===== config.mk =====
export PLATFORM = sky130hd
export DESIGN_NAME = an_scan_ctrl
export DESIGN_NICKNAME = d
export VERILOG_FILES = /design/src/rtl/display_pkg.sv /design/src/rtl/hex7seg.sv /design/src/rtl/an_scan_ctrl.sv
export SDC_FILE = /design/constraint.sdc
export NUM_CORES = 1
export LEC_CHECK = 0
export CAP_MARGIN = 5
export CORE_MARGIN = 3
export CORE_UTILIZATION = 53
export DETAILED_ROUTE_END_ITERATION = 6
export PLACE_DENSITY = 0.82
export RECOVER_POWER = 25
export SLEW_MARGIN = 15
export SYNTH_ARGS = -nofsm -noshare
export SYNTH_HDL_FRONTEND = slang
export SYNTH_SLANG_ARGS = --single-unit

===== constraint.sdc =====
create_clock -name CLK -period 5.05 [get_ports CLK]
set_input_delay 1.01 -clock CLK [delete_from_list [all_inputs] [get_ports CLK]]
set_output_delay 1.01 -clock CLK [all_outputs]
set_load 0.005 [all_outputs]

===== src/rtl/display_pkg.sv =====
// Shared seven-segment display types and active-low segment patterns {g,f,e,d,c,b,a}.
package display_pkg;

  typedef logic [6:0] seg7_t;

  localparam seg7_t SEG_OFF   = 7'b1111111;

  localparam seg7_t SEG_HEX_0 = 7'b1000000;
  localparam seg7_t SEG_HEX_1 = 7'b1111001;
  localparam seg7_t SEG_HEX_2 = 7'b0100100;
  localparam seg7_t SEG_HEX_3 = 7'b0110000;
  localparam seg7_t SEG_HEX_4 = 7'b0011001;
  localparam seg7_t SEG_HEX_5 = 7'b0010010;
  localparam seg7_t SEG_HEX_6 = 7'b0000010;
  localparam seg7_t SEG_HEX_7 = 7'b1111000;
  localparam seg7_t SEG_HEX_8 = 7'b0000000;
  localparam seg7_t SEG_HEX_9 = 7'b0010000;
  localparam seg7_t SEG_HEX_A = 7'b0001000;
  localparam seg7_t SEG_HEX_B = 7'b0000011;
  localparam seg7_t SEG_HEX_C = 7'b1000110;
  localparam seg7_t SEG_HEX_D = 7'b0100001;
  localparam seg7_t SEG_HEX_E = 7'b0000110;
  localparam seg7_t SEG_HEX_F = 7'b0001110;

endpackage


===== src/rtl/hex7seg.sv =====
// Combinational nibble to active-low seven-segment pattern decoder.
module hex7seg
  import display_pkg::*;
(
  input  logic [3:0] nib_i,
  output seg7_t      seg_c
);

  always_comb begin
    seg_c = SEG_OFF;
    case (nib_i)
      4'h0: seg_c = SEG_HEX_0;
      4'h1: seg_c = SEG_HEX_1;
      4'h2: seg_c = SEG_HEX_2;
      4'h3: seg_c = SEG_HEX_3;
      4'h4: seg_c = SEG_HEX_4;
      4'h5: seg_c = SEG_HEX_5;
      4'h6: seg_c = SEG_HEX_6;
      4'h7: seg_c = SEG_HEX_7;
      4'h8: seg_c = SEG_HEX_8;
      4'h9: seg_c = SEG_HEX_9;
      4'hA: seg_c = SEG_HEX_A;
      4'hB: seg_c = SEG_HEX_B;
      4'hC: seg_c = SEG_HEX_C;
      4'hD: seg_c = SEG_HEX_D;
      4'hE: seg_c = SEG_HEX_E;
      4'hF: seg_c = SEG_HEX_F;
      default: seg_c = SEG_OFF;
    endcase
  end

endmodule


===== src/rtl/an_scan_ctrl.sv =====
// Time-multiplexed common-anode seven-segment scan controller with per-slot blank gap.
// Optional leading-zero blanking is enabled by defining BLANK_LZ_EN.
module an_scan_ctrl
  import display_pkg::*;
#(
  parameter int unsigned NUM_DIGITS   = 8,
  parameter int unsigned REFRESH_DIV  = 100000,
  parameter int unsigned BLANK_CYCLES = 1000
)
(
  input  logic                          CLK,
  input  logic                          RST,
  input  logic [4*NUM_DIGITS-1:0]       HEX_IN,
  input  logic [NUM_DIGITS-1:0]         DIGIT_EN,
  output logic [NUM_DIGITS-1:0]         AN,
  output seg7_t                         SEG,
  output logic [$clog2(NUM_DIGITS)-1:0] DIGIT_SEL,
  output logic                          SCAN_TICK
);

  localparam int unsigned IDXW = $clog2(NUM_DIGITS);
  localparam int unsigned PCW  = $clog2(REFRESH_DIV);
  localparam int unsigned HEXW = 4 * NUM_DIGITS;

  logic [PCW-1:0]        pc_q, pc_d;
  logic [IDXW-1:0]       idx_q, idx_d;
  logic [HEXW-1:0]       hex_q, hex_d;
  logic                  fresh_q;
  logic [3:0]            nib_d;
  logic                  en_d;
  logic                  lz_d;
  logic                  lit_d;
  logic [NUM_DIGITS-1:0] an_d;
  seg7_t                 seg_hex;
  seg7_t                 seg_d;
  logic                  tick_d;

  // Next-state counters, slot capture and digit select; outputs follow next-state values.
  always_comb begin
    pc_d  = pc_q + PCW'(1);
    idx_d = idx_q;
    if (pc_q == PCW'(REFRESH_DIV - 1)) begin
      pc_d  = '0;
      idx_d = (idx_q == IDXW'(NUM_DIGITS - 1)) ? '0 : idx_q + IDXW'(1);
    end

    // Word is captured entering each slot, and once right after reset release.
    hex_d = hex_q;
    if ((pc_d == '0) || fresh_q) begin
      hex_d = HEX_IN;
    end

    nib_d = 4'h0;
    en_d  = 1'b0;
    for (int i = 0; i < NUM_DIGITS; i++) begin
      if (idx_d == IDXW'(i)) begin
        nib_d = hex_d[4*i +: 4];
        en_d  = DIGIT_EN[i];
      end
    end

    lit_d = en_d && !lz_d && (32'(pc_d) >= 32'(BLANK_CYCLES));

    an_d = '1;
    for (int i = 0; i < NUM_DIGITS; i++) begin
      if (lit_d && (idx_d == IDXW'(i))) begin
        an_d[i] = 1'b0;
      end
    end

    seg_d  = lit_d ? seg_hex : SEG_OFF;
    tick_d = (pc_d == PCW'(REFRESH_DIV - 1));
  end

`ifdef BLANK_LZ_EN
  logic upper_zero;

  // Walk from the top digit down; a digit is dark while it and everything above is zero.
  always_comb begin
    lz_d       = 1'b0;
    upper_zero = 1'b1;
    for (int i = int'(NUM_DIGITS) - 1; i >= 0; i--) begin
      upper_zero = upper_zero & (hex_d[4*i +: 4] == 4'h0);
      if ((idx_d == IDXW'(i)) && (i != 0)) begin
        lz_d = upper_zero;
      end
    end
  end
`else
  assign lz_d = 1'b0;
`endif

  hex7seg u_hex7seg (
    .nib_i (nib_d),
    .seg_c (seg_hex)
  );

  always_ff @(posedge CLK) begin
    if (RST) begin
      pc_q      <= '0;
      idx_q     <= '0;
      hex_q     <= '0;
      fresh_q   <= 1'b1;
      AN        <= '1;
      SEG       <= SEG_OFF;
      DIGIT_SEL <= '0;
      SCAN_TICK <= 1'b0;
    end else begin
      pc_q      <= pc_d;
      idx_q     <= idx_d;
      hex_q     <= hex_d;
      fresh_q   <= 1'b0;
      AN        <= an_d;
      SEG       <= seg_d;
      DIGIT_SEL <= idx_d;
      SCAN_TICK <= tick_d;
    end
  end

endmodule


==> results.cfg, run 1 <==
[yosys]
avgSynthCellArea_um2 = 8.57
ys.flop_type = sky130_fd_sc_hd__dfxtp_1
total_of_warnings_raised_by_yosys = 0
mappedNetlistNets = 479
ys_seq_elements = 69
async_flop_share_pct = 0
synthesis.instances = 428
synth_enable_flop_cells = 0
cell_area_synth_um2 = 3670
sequential_element_share_of_the_synthesized_area_pct = 37.6
post_synth_num_cell_types = 67

[critical_path]
timing.critical_path.from = pc_q[0]$_SDFF_PP0_
max_stage_delay_ns = 0.52
rr_startpoint = pc_q[0]$_SDFF_PP0_
cp_num_buf_inv = 3
critical_path.reg2reg.endpoint = SEG[3]$_SDFF_PP1_
worst_setup_path_end_kind = flip-flop
cpLargestDelayFamily = simple AND/OR/NAND/NOR gates
setup.worst_path.class = reg -> reg
worstPathMaxFanout = 14
crit_arrival_ns = 4.93
worst-endpoint-required_ns = 5.30
r2r.worst_path.cells = 16
cp_cell_sequence = ha_1, nand4_1, nor4_4, clkbuf_1, a31oi_4, a211oi_4, nor2_4, mux2i_1, or3_1, o221ai_1, a32o_1, inv_1, ha_1, inv_1, mux4_2, or2_1
worst-r2r-setup-slack_ns = 0.37
critical-path-slowest-cell = sky130_fd_sc_hd__clkbuf_1
crit_path_start_kind = flip-flop

[die]
io_pins = 61
placeableCoreArea_um2 = 6530
die-width_um = 89.2
rows = 29
floorplan.initialDensity_pct = 56.2
die-height_um = 89.2
die_area_um2 = 7960

[run_status]
violated_checks = max-capacitance violations, max-slew violations
status = complete, but fails checks

[clock_tree]
cts_hold_buf = 0
post_cts_buffers = 0
clock-sinks = 69
post_cts_resize_count = 0
cts.path.max_buffers = 2
numCtsBuffers = 9
cts_tree = yes
clkSlewWorstSetupHoldPaths_ns = 0.08
ctsHtreeMaxLevel = 3
worstSkewPairLatency_ns = 0.35
clockRootBuffer = sky130_fd_sc_hd__clkbuf_8

[route]
final_antenna_net_count = 0
post_drt_wl_per_cell_um = 16.4
avgViaCountPerCell = 6.15
num_vias = 3449
finalWirelength_mm = 9.21
drt_first_iter_violations = 364
drt_first_pass_iters = 5
route.detailed.drc = 0

[place]
half_perimeter_wire_length_of_the_detailed_placement_result_mm = 6.51
portBuffers = 60
dpl.cell_count = 545
gp_congestion = 0.905

[timing]
timing_worst_slew_pin_value_ns = 1.57
period_minus_slack_ns = 4.68
timing.slew.headroom_pct = -4.37
grt_setup_unrepaired = false
finalSetupTns_ns = 0
final-max-slew-violation-count = 36
final.period_utilization_pct = 92.7
max_freq_mhz = 214
report.final.hold_viol_count = 0
number_of_endpoints_failing_setup_at_the_final_stage = 0
finClkSkew_ns = 0.0130
final_hold_slack_ns = 0.455

[job]
max-cap-violations = 1

[power]
power_density_nw_per_um2 = 274
power.leakage_uw = 0.00164
peakVddDrop_v = 0.000153

[finish]
drive_gt1_share_pct = 9.09
final_net_count = 531
final_cells = 561
area_growth_pct = 23.2
insertedDiodeCount = 0

[hold_path]
hold_end = hex_q[15]$_SDFF_PP0_
hp-class = reg -> reg
hold-path-cell-count = 2
holdCritStartpoint = hex_q[15]$_SDFF_PP0_

[grt]
use_met2_pct = 36.0
grt_busiest_layer = met2
grt_antenna_before_repair = 0
overflow_after_grt = 0
grt_max_degree = 36
gr-usage-met1_pct = 34.9
global_route_wire_length_before_repair_mm = 14.8
groute.layer.met3.usage_pct = 3.59
first_global_vias = 3057
gr-usage-all-layers_pct = 23.8
cells in the final DEF (no fill, tap or decap), drive strengths merged, types with 3 or more instances in the layout:
cell,netlist,routed
dfxtp,69,69
nand2,55,55
clkdlybuf4s50,0,55
nor2,50,51
mux2i,26,26
a21oi,22,22
nand3,21,21
xnor2,14,14
nand4,12,12
o21ai,11,11
clkbuf,15,11
inv,10,10
ha,9,9
nor4,9,9
buf,15,8
a31oi,7,7
xor2,6,6
nor3,6,6
o211ai,6,6
mux2,6,6
o221ai,5,5
dlygate4sd3,0,5
and4,4,4
a211oi,4,4
a311oi,3,3
nor2b,3,3
or2,3,3
worst max-delay path by stage:
| stage | to | cells past startpoint | slack [ns] |
|---|---|---|---|
| floorplan | SEG[3]$_SDFF_PP1_ | 19 | 0.47 |
| global placement | SEG[3]$_SDFF_PP1_ | 16 | 0.39 |
| detailed placement | SEG[3]$_SDFF_PP1_ | 16 | 0.15 |
| CTS | SEG[3]$_SDFF_PP1_ | 16 | 0.14 |
| global route | SEG[3]$_SDFF_PP1_ | 16 | 0.07 |
| finish | SEG[3]$_SDFF_PP1_ | 16 | 0.37 |
report_power, final:
group	total (uW)	switching, uW	internal [uW]	leakage (uW)
Clock	488	213	275	0.000101
Combinational	174	88.6	85.6	0.000972
Sequential	577	11.0	566	0.000564
Total	1240	312	926	0.00164
cells by family (layout without fill, tap and decap cells):
group / after synthesis / count (layout) / synth area share [%]
xor gates and xnor gates: 20 / 20 / 4.77
DFF: 69 / 69 / 37.6
and+or+nand+nor: 178 / 179 / 23.8
buffers and inverters: 40 / 95 / 4.84
muxes: 33 / 33 / 9.75
AOI/OAI and AO/OA: 79 / 79 / 16.1
adders and majority gates: 9 / 9 / 3.07
sequential cells by signal (all words and copies together), names as in the netlist:
signal / flops
fresh_q: 1
SCAN_TICK: 1
SEG: 7
hex_q: 32
pc_q: 17
AN: 8
idx_q: 3
per-stage QoR:
stage	total power [uW]	instance area, um2	util, %	worst slack (ns)
after floorplan	698	3670	-	0.471
after global placement	753	4310	65.9	0.387
after detailed placement	759	4310	65.9	0.152
after CTS	1240	4520	69.2	0.139
after global routing	1280	4520	69.2	0.0672
final	1240	4520	69.2	0.366
cell usage after synthesis (3+ instances only):
master | n | area share [%]
sky130_fd_sc_hd__dfxtp_1 | 69 | 38
sky130_fd_sc_hd__nand2_1 | 55 | 5.6
sky130_fd_sc_hd__nor2_1 | 49 | 5.0
sky130_fd_sc_hd__mux2i_1 | 26 | 7.1
sky130_fd_sc_hd__a21oi_1 | 22 | 3.0
sky130_fd_sc_hd__nand3_1 | 21 | 2.9
sky130_fd_sc_hd__clkbuf_1 | 14 | 1.4
sky130_fd_sc_hd__xnor2_1 | 14 | 3.3
sky130_fd_sc_hd__buf_2 | 12 | 1.6
sky130_fd_sc_hd__nand4_1 | 12 | 2.0
sky130_fd_sc_hd__inv_1 | 10 | 1.0
sky130_fd_sc_hd__o21ai_0 | 10 | 1.4
sky130_fd_sc_hd__ha_1 | 9 | 3.1
sky130_fd_sc_hd__nor4_1 | 8 | 1.4
sky130_fd_sc_hd__nor3_1 | 6 | 0.82
sky130_fd_sc_hd__o211ai_1 | 6 | 1.2
sky130_fd_sc_hd__xor2_1 | 6 | 1.4
sky130_fd_sc_hd__a31oi_1 | 5 | 0.85
sky130_fd_sc_hd__o221ai_1 | 5 | 1.2
sky130_fd_sc_hd__and4_1 | 4 | 0.95
sky130_fd_sc_hd__a211oi_1 | 3 | 0.61
sky130_fd_sc_hd__a311oi_1 | 3 | 0.72
sky130_fd_sc_hd__mux2_2 | 3 | 0.92
sky130_fd_sc_hd__nor2b_1 | 3 | 0.51
worst reg2reg max path, stage by stage, from the launching register on:
cell                       delay (ns)
sky130_fd_sc_hd__dfxtp_1         0.42
sky130_fd_sc_hd__ha_1            0.32
sky130_fd_sc_hd__nand4_1         0.27
sky130_fd_sc_hd__nor4_4          0.33
sky130_fd_sc_hd__clkbuf_1        0.52
sky130_fd_sc_hd__a31oi_4         0.08
sky130_fd_sc_hd__a211oi_4        0.39
sky130_fd_sc_hd__nor2_4          0.20
sky130_fd_sc_hd__mux2i_1         0.20
sky130_fd_sc_hd__or3_1           0.35
sky130_fd_sc_hd__o221ai_1        0.08
sky130_fd_sc_hd__a32o_1          0.29
sky130_fd_sc_hd__inv_1           0.14
sky130_fd_sc_hd__ha_1            0.31
sky130_fd_sc_hd__inv_1           0.05
sky130_fd_sc_hd__mux4_2          0.44
sky130_fd_sc_hd__or2_1           0.21
per-layer routing:
layer  wire [um]  share of wire, %  vias to the layer above
li1            -                 -                     1645
met5           0                 0                        -
met3         749               8.1                       18
met2        4220                46                      179
met1        4130                45                     1607
met4         119               1.3                        0
final cells by class:
| cell class | instances | area (um2) |
|---|---|---|
| inverters | 10 | 37.5 |
| clock buffers | 9 | 124 |
| clock inverters | 6 | 88.8 |
| flip-flops and latches | 69 | 1380 |
| repair buffers | 70 | 668 |
| well taps | 77 | 96.3 |
| fillers | 522 | 2010 |
| multi-input cells | 320 | 2120 |
No activity file was read; power rests on OpenSTA's default activity.
==> run 2, diff against run 1 <==
- CAP_MARGIN: 5 -> 20
- SETUP_SLACK_MARGIN: not set -> 0.05
==> results of run 2 <==
No change in the layout: final DEF, timing and power equal those of run 1.
==> run 3, diff against run 2 <==
- CORE_UTILIZATION: 53 -> 48
- CTS_CLUSTER_DIAMETER: not set -> 80
- PLACE_DENSITY: 0.82 -> 0.78
- clock period: 5.05 -> 3.8 ns (I/O delays scaled with it)
==> results.cfg, run 3 (synthesis results as in run 1) <==
[run_status]
status = complete, but fails checks
violated_checks = negative setup slack

[timing]
grt_setup_unrepaired = true
timing_worst_slew_pin_value_ns = 1.42
final.period_utilization_pct = 103
final-max-slew-violation-count = 0
setup_slack_ns = -0.127
number_of_endpoints_failing_setup_at_the_final_stage = 3
final_hold_slack_ns = 0.456
period_minus_slack_ns = 3.93
timing.slew.headroom_pct = 5.40
finClkSkew_ns = 0.0109
max_freq_mhz = 255
report.final.hold_viol_count = 0

[finish]
largest-register = hex_q
layout_common_cells = sky130_fd_sc_hd__buf_4 (91), sky130_fd_sc_hd__dfxtp_1 (60), sky130_fd_sc_hd__clkdlybuf4s50_1 (54)
drive_gt1_share_pct = 29.7
layout.cell_area.non_filler_um2 = 5400
final_net_count = 621
largest_reg_flops = 32
insertedDiodeCount = 0
final_cells = 674
biggestRegsByFlops = hex_q: 32 flops, pc_q: 17 flops, AN: 8 flops
mostFrequentLayoutCell = sky130_fd_sc_hd__buf_4
area_growth_pct = 47.2

[die]
die-width_um = 93.4
io_pins = 61
die-height_um = 93.4
floorplan.initialDensity_pct = 50.1
die_area_um2 = 8730
placeableCoreArea_um2 = 7330
rows = 31

[clock_tree]
clkSlewWorstSetupHoldPaths_ns = 0.08
cts.path.max_buffers = 2
ctsHtreeMaxLevel = 3
clock-sinks = 69
cts_tree = yes
worstSkewPairLatency_ns = 0.36
numCtsBuffers = 9
cts_hold_buf = 0
clockRootBuffer = sky130_fd_sc_hd__clkbuf_8

[grt]
use_met2_pct = 41.4
gr-usage-met1_pct = 35.2
groute.layer.met3.usage_pct = 6.19
grt_max_degree = 31
grt_antenna_before_repair = 0
grt_busiest_layer = met2
gr-usage-all-layers_pct = 26.4
first_global_vias = 3702
overflow_after_grt = 0
global_route_wire_length_before_repair_mm = 18.0

[power]
peakVddDrop_v = 0.000189
pwr-share-clk_pct = 32.8
switchingPower_uw = 461
power.leakage_uw = 0.00212
share_seq_of_total_power_pct = 47.2
comb_power_share_pct = 20.0
switching_share_pct = 28.4
power_density_nw_per_um2 = 301
cell_internal_pwr_uw = 1160

[route]
drt_first_pass_iters = 5
num_vias = 3895
finalWirelength_mm = 11.3
final_antenna_net_count = 0
route.detailed.drc = 0
drt_first_iter_violations = 365
post_drt_wl_per_cell_um = 16.7
avgViaCountPerCell = 5.78

[critical_path]
crit_arrival_ns = 4.18
crit_path_start_kind = flip-flop
worst-endpoint-required_ns = 4.05
worstPathMaxFanout = 9
worst_setup_path_end_kind = flip-flop
setup.worst_path.class = reg -> reg

[place]
dpl_worst_slack_ns = -0.226
gp_congestion = 0.977
portBuffers = 60
dpl.cell_count = 642
place_area_um2 = 4930
half_perimeter_wire_length_of_the_detailed_placement_result_mm = 8.02

[hold_path]
hp-class = reg -> reg

[job]
max-cap-violations = 0
run 3: cell type report:
class / count / area, um2
multi-input cells: 320 / 2300
fillers: 505 / 1930
flip-flops and latches: 69 / 1400
repair buffers: 160 / 1380
clock buffers: 10 / 128
well taps: 99 / 124
clock inverters: 6 / 37.5
inverters: 10 / 37.5
run 3: power by group through the flow:
stage          Clock (uW)  Sequential (uW)  Combinational [uW]
6_report              533              768                 325
5_1_grt               573              771                 351
4_1_cts               536              766                 297
3_5_place_dp            0              783                 274
3_3_place_gp            0              781                 264
2_1_floorplan           0              777                 159
run 3: path summary, 6_finish.rpt:
path	end	depth (start not counted)	start	slack, ns
setup / recovery	SEG[3]$_SDFF_PP1_	14	pc_q[12]$_SDFF_PP0_	-0.13
setup reg to reg	SEG[3]$_SDFF_PP1_	14	pc_q[12]$_SDFF_PP0_	-0.13
hold reg to reg	hex_q[7]$_SDFF_PP0_	2	hex_q[7]$_SDFF_PP0_	0.46
hold / removal	hex_q[7]$_SDFF_PP0_	2	hex_q[7]$_SDFF_PP0_	0.46
run 3: worst max-delay path, stage by stage, from the launching register on:
cell and delay [ns]:
sky130_fd_sc_hd__dfxtp_1 0.35, sky130_fd_sc_hd__buf_4 0.14, sky130_fd_sc_hd__nand4_1 0.19, sky130_fd_sc_hd__nor4_2 0.33, sky130_fd_sc_hd__xnor2_1 0.22, sky130_fd_sc_hd__nand4_1 0.25
sky130_fd_sc_hd__a211oi_4 0.31, sky130_fd_sc_hd__buf_6 0.16, sky130_fd_sc_hd__buf_6 0.14, sky130_fd_sc_hd__o21ai_2 0.07, sky130_fd_sc_hd__a311o_1 0.37, sky130_fd_sc_hd__a221o_1 0.38
sky130_fd_sc_hd__o22ai_4 0.21, sky130_fd_sc_hd__mux4_2 0.50, sky130_fd_sc_hd__or2_1 0.21
run 3: per-stage QoR:
stage / power (uW) / util (%) / TNS, ns
4_1_cts: 1600 / 72.0 / -0.0188
3_5_place_dp: 1060 / 67.2 / -0.633
5_1_grt: 1690 / 73.7 / -1.20
2_1_floorplan: 935 / - / -0.374
3_3_place_gp: 1050 / 67.2 / -0.149
6_report: 1630 / 73.7 / -0.188
run 3: what timing repair did:
item | CTS | global route
endpoints found under the setup margin | 7 | 7
buffers inserted | 10 | 5
gates resized for setup | 22 | 25
pin swaps | 13 | 8
gates cloned | 1 | 0
hold endpoints to repair | 0 | 0
run 3: routing by layer:
layer | vias up | routed length [um]
met5 | - | 0
met4 | 0 | 251
met3 | 31 | 1110
met2 | 235 | 5170
met1 | 1806 | 4760
li1 | 1823 | -
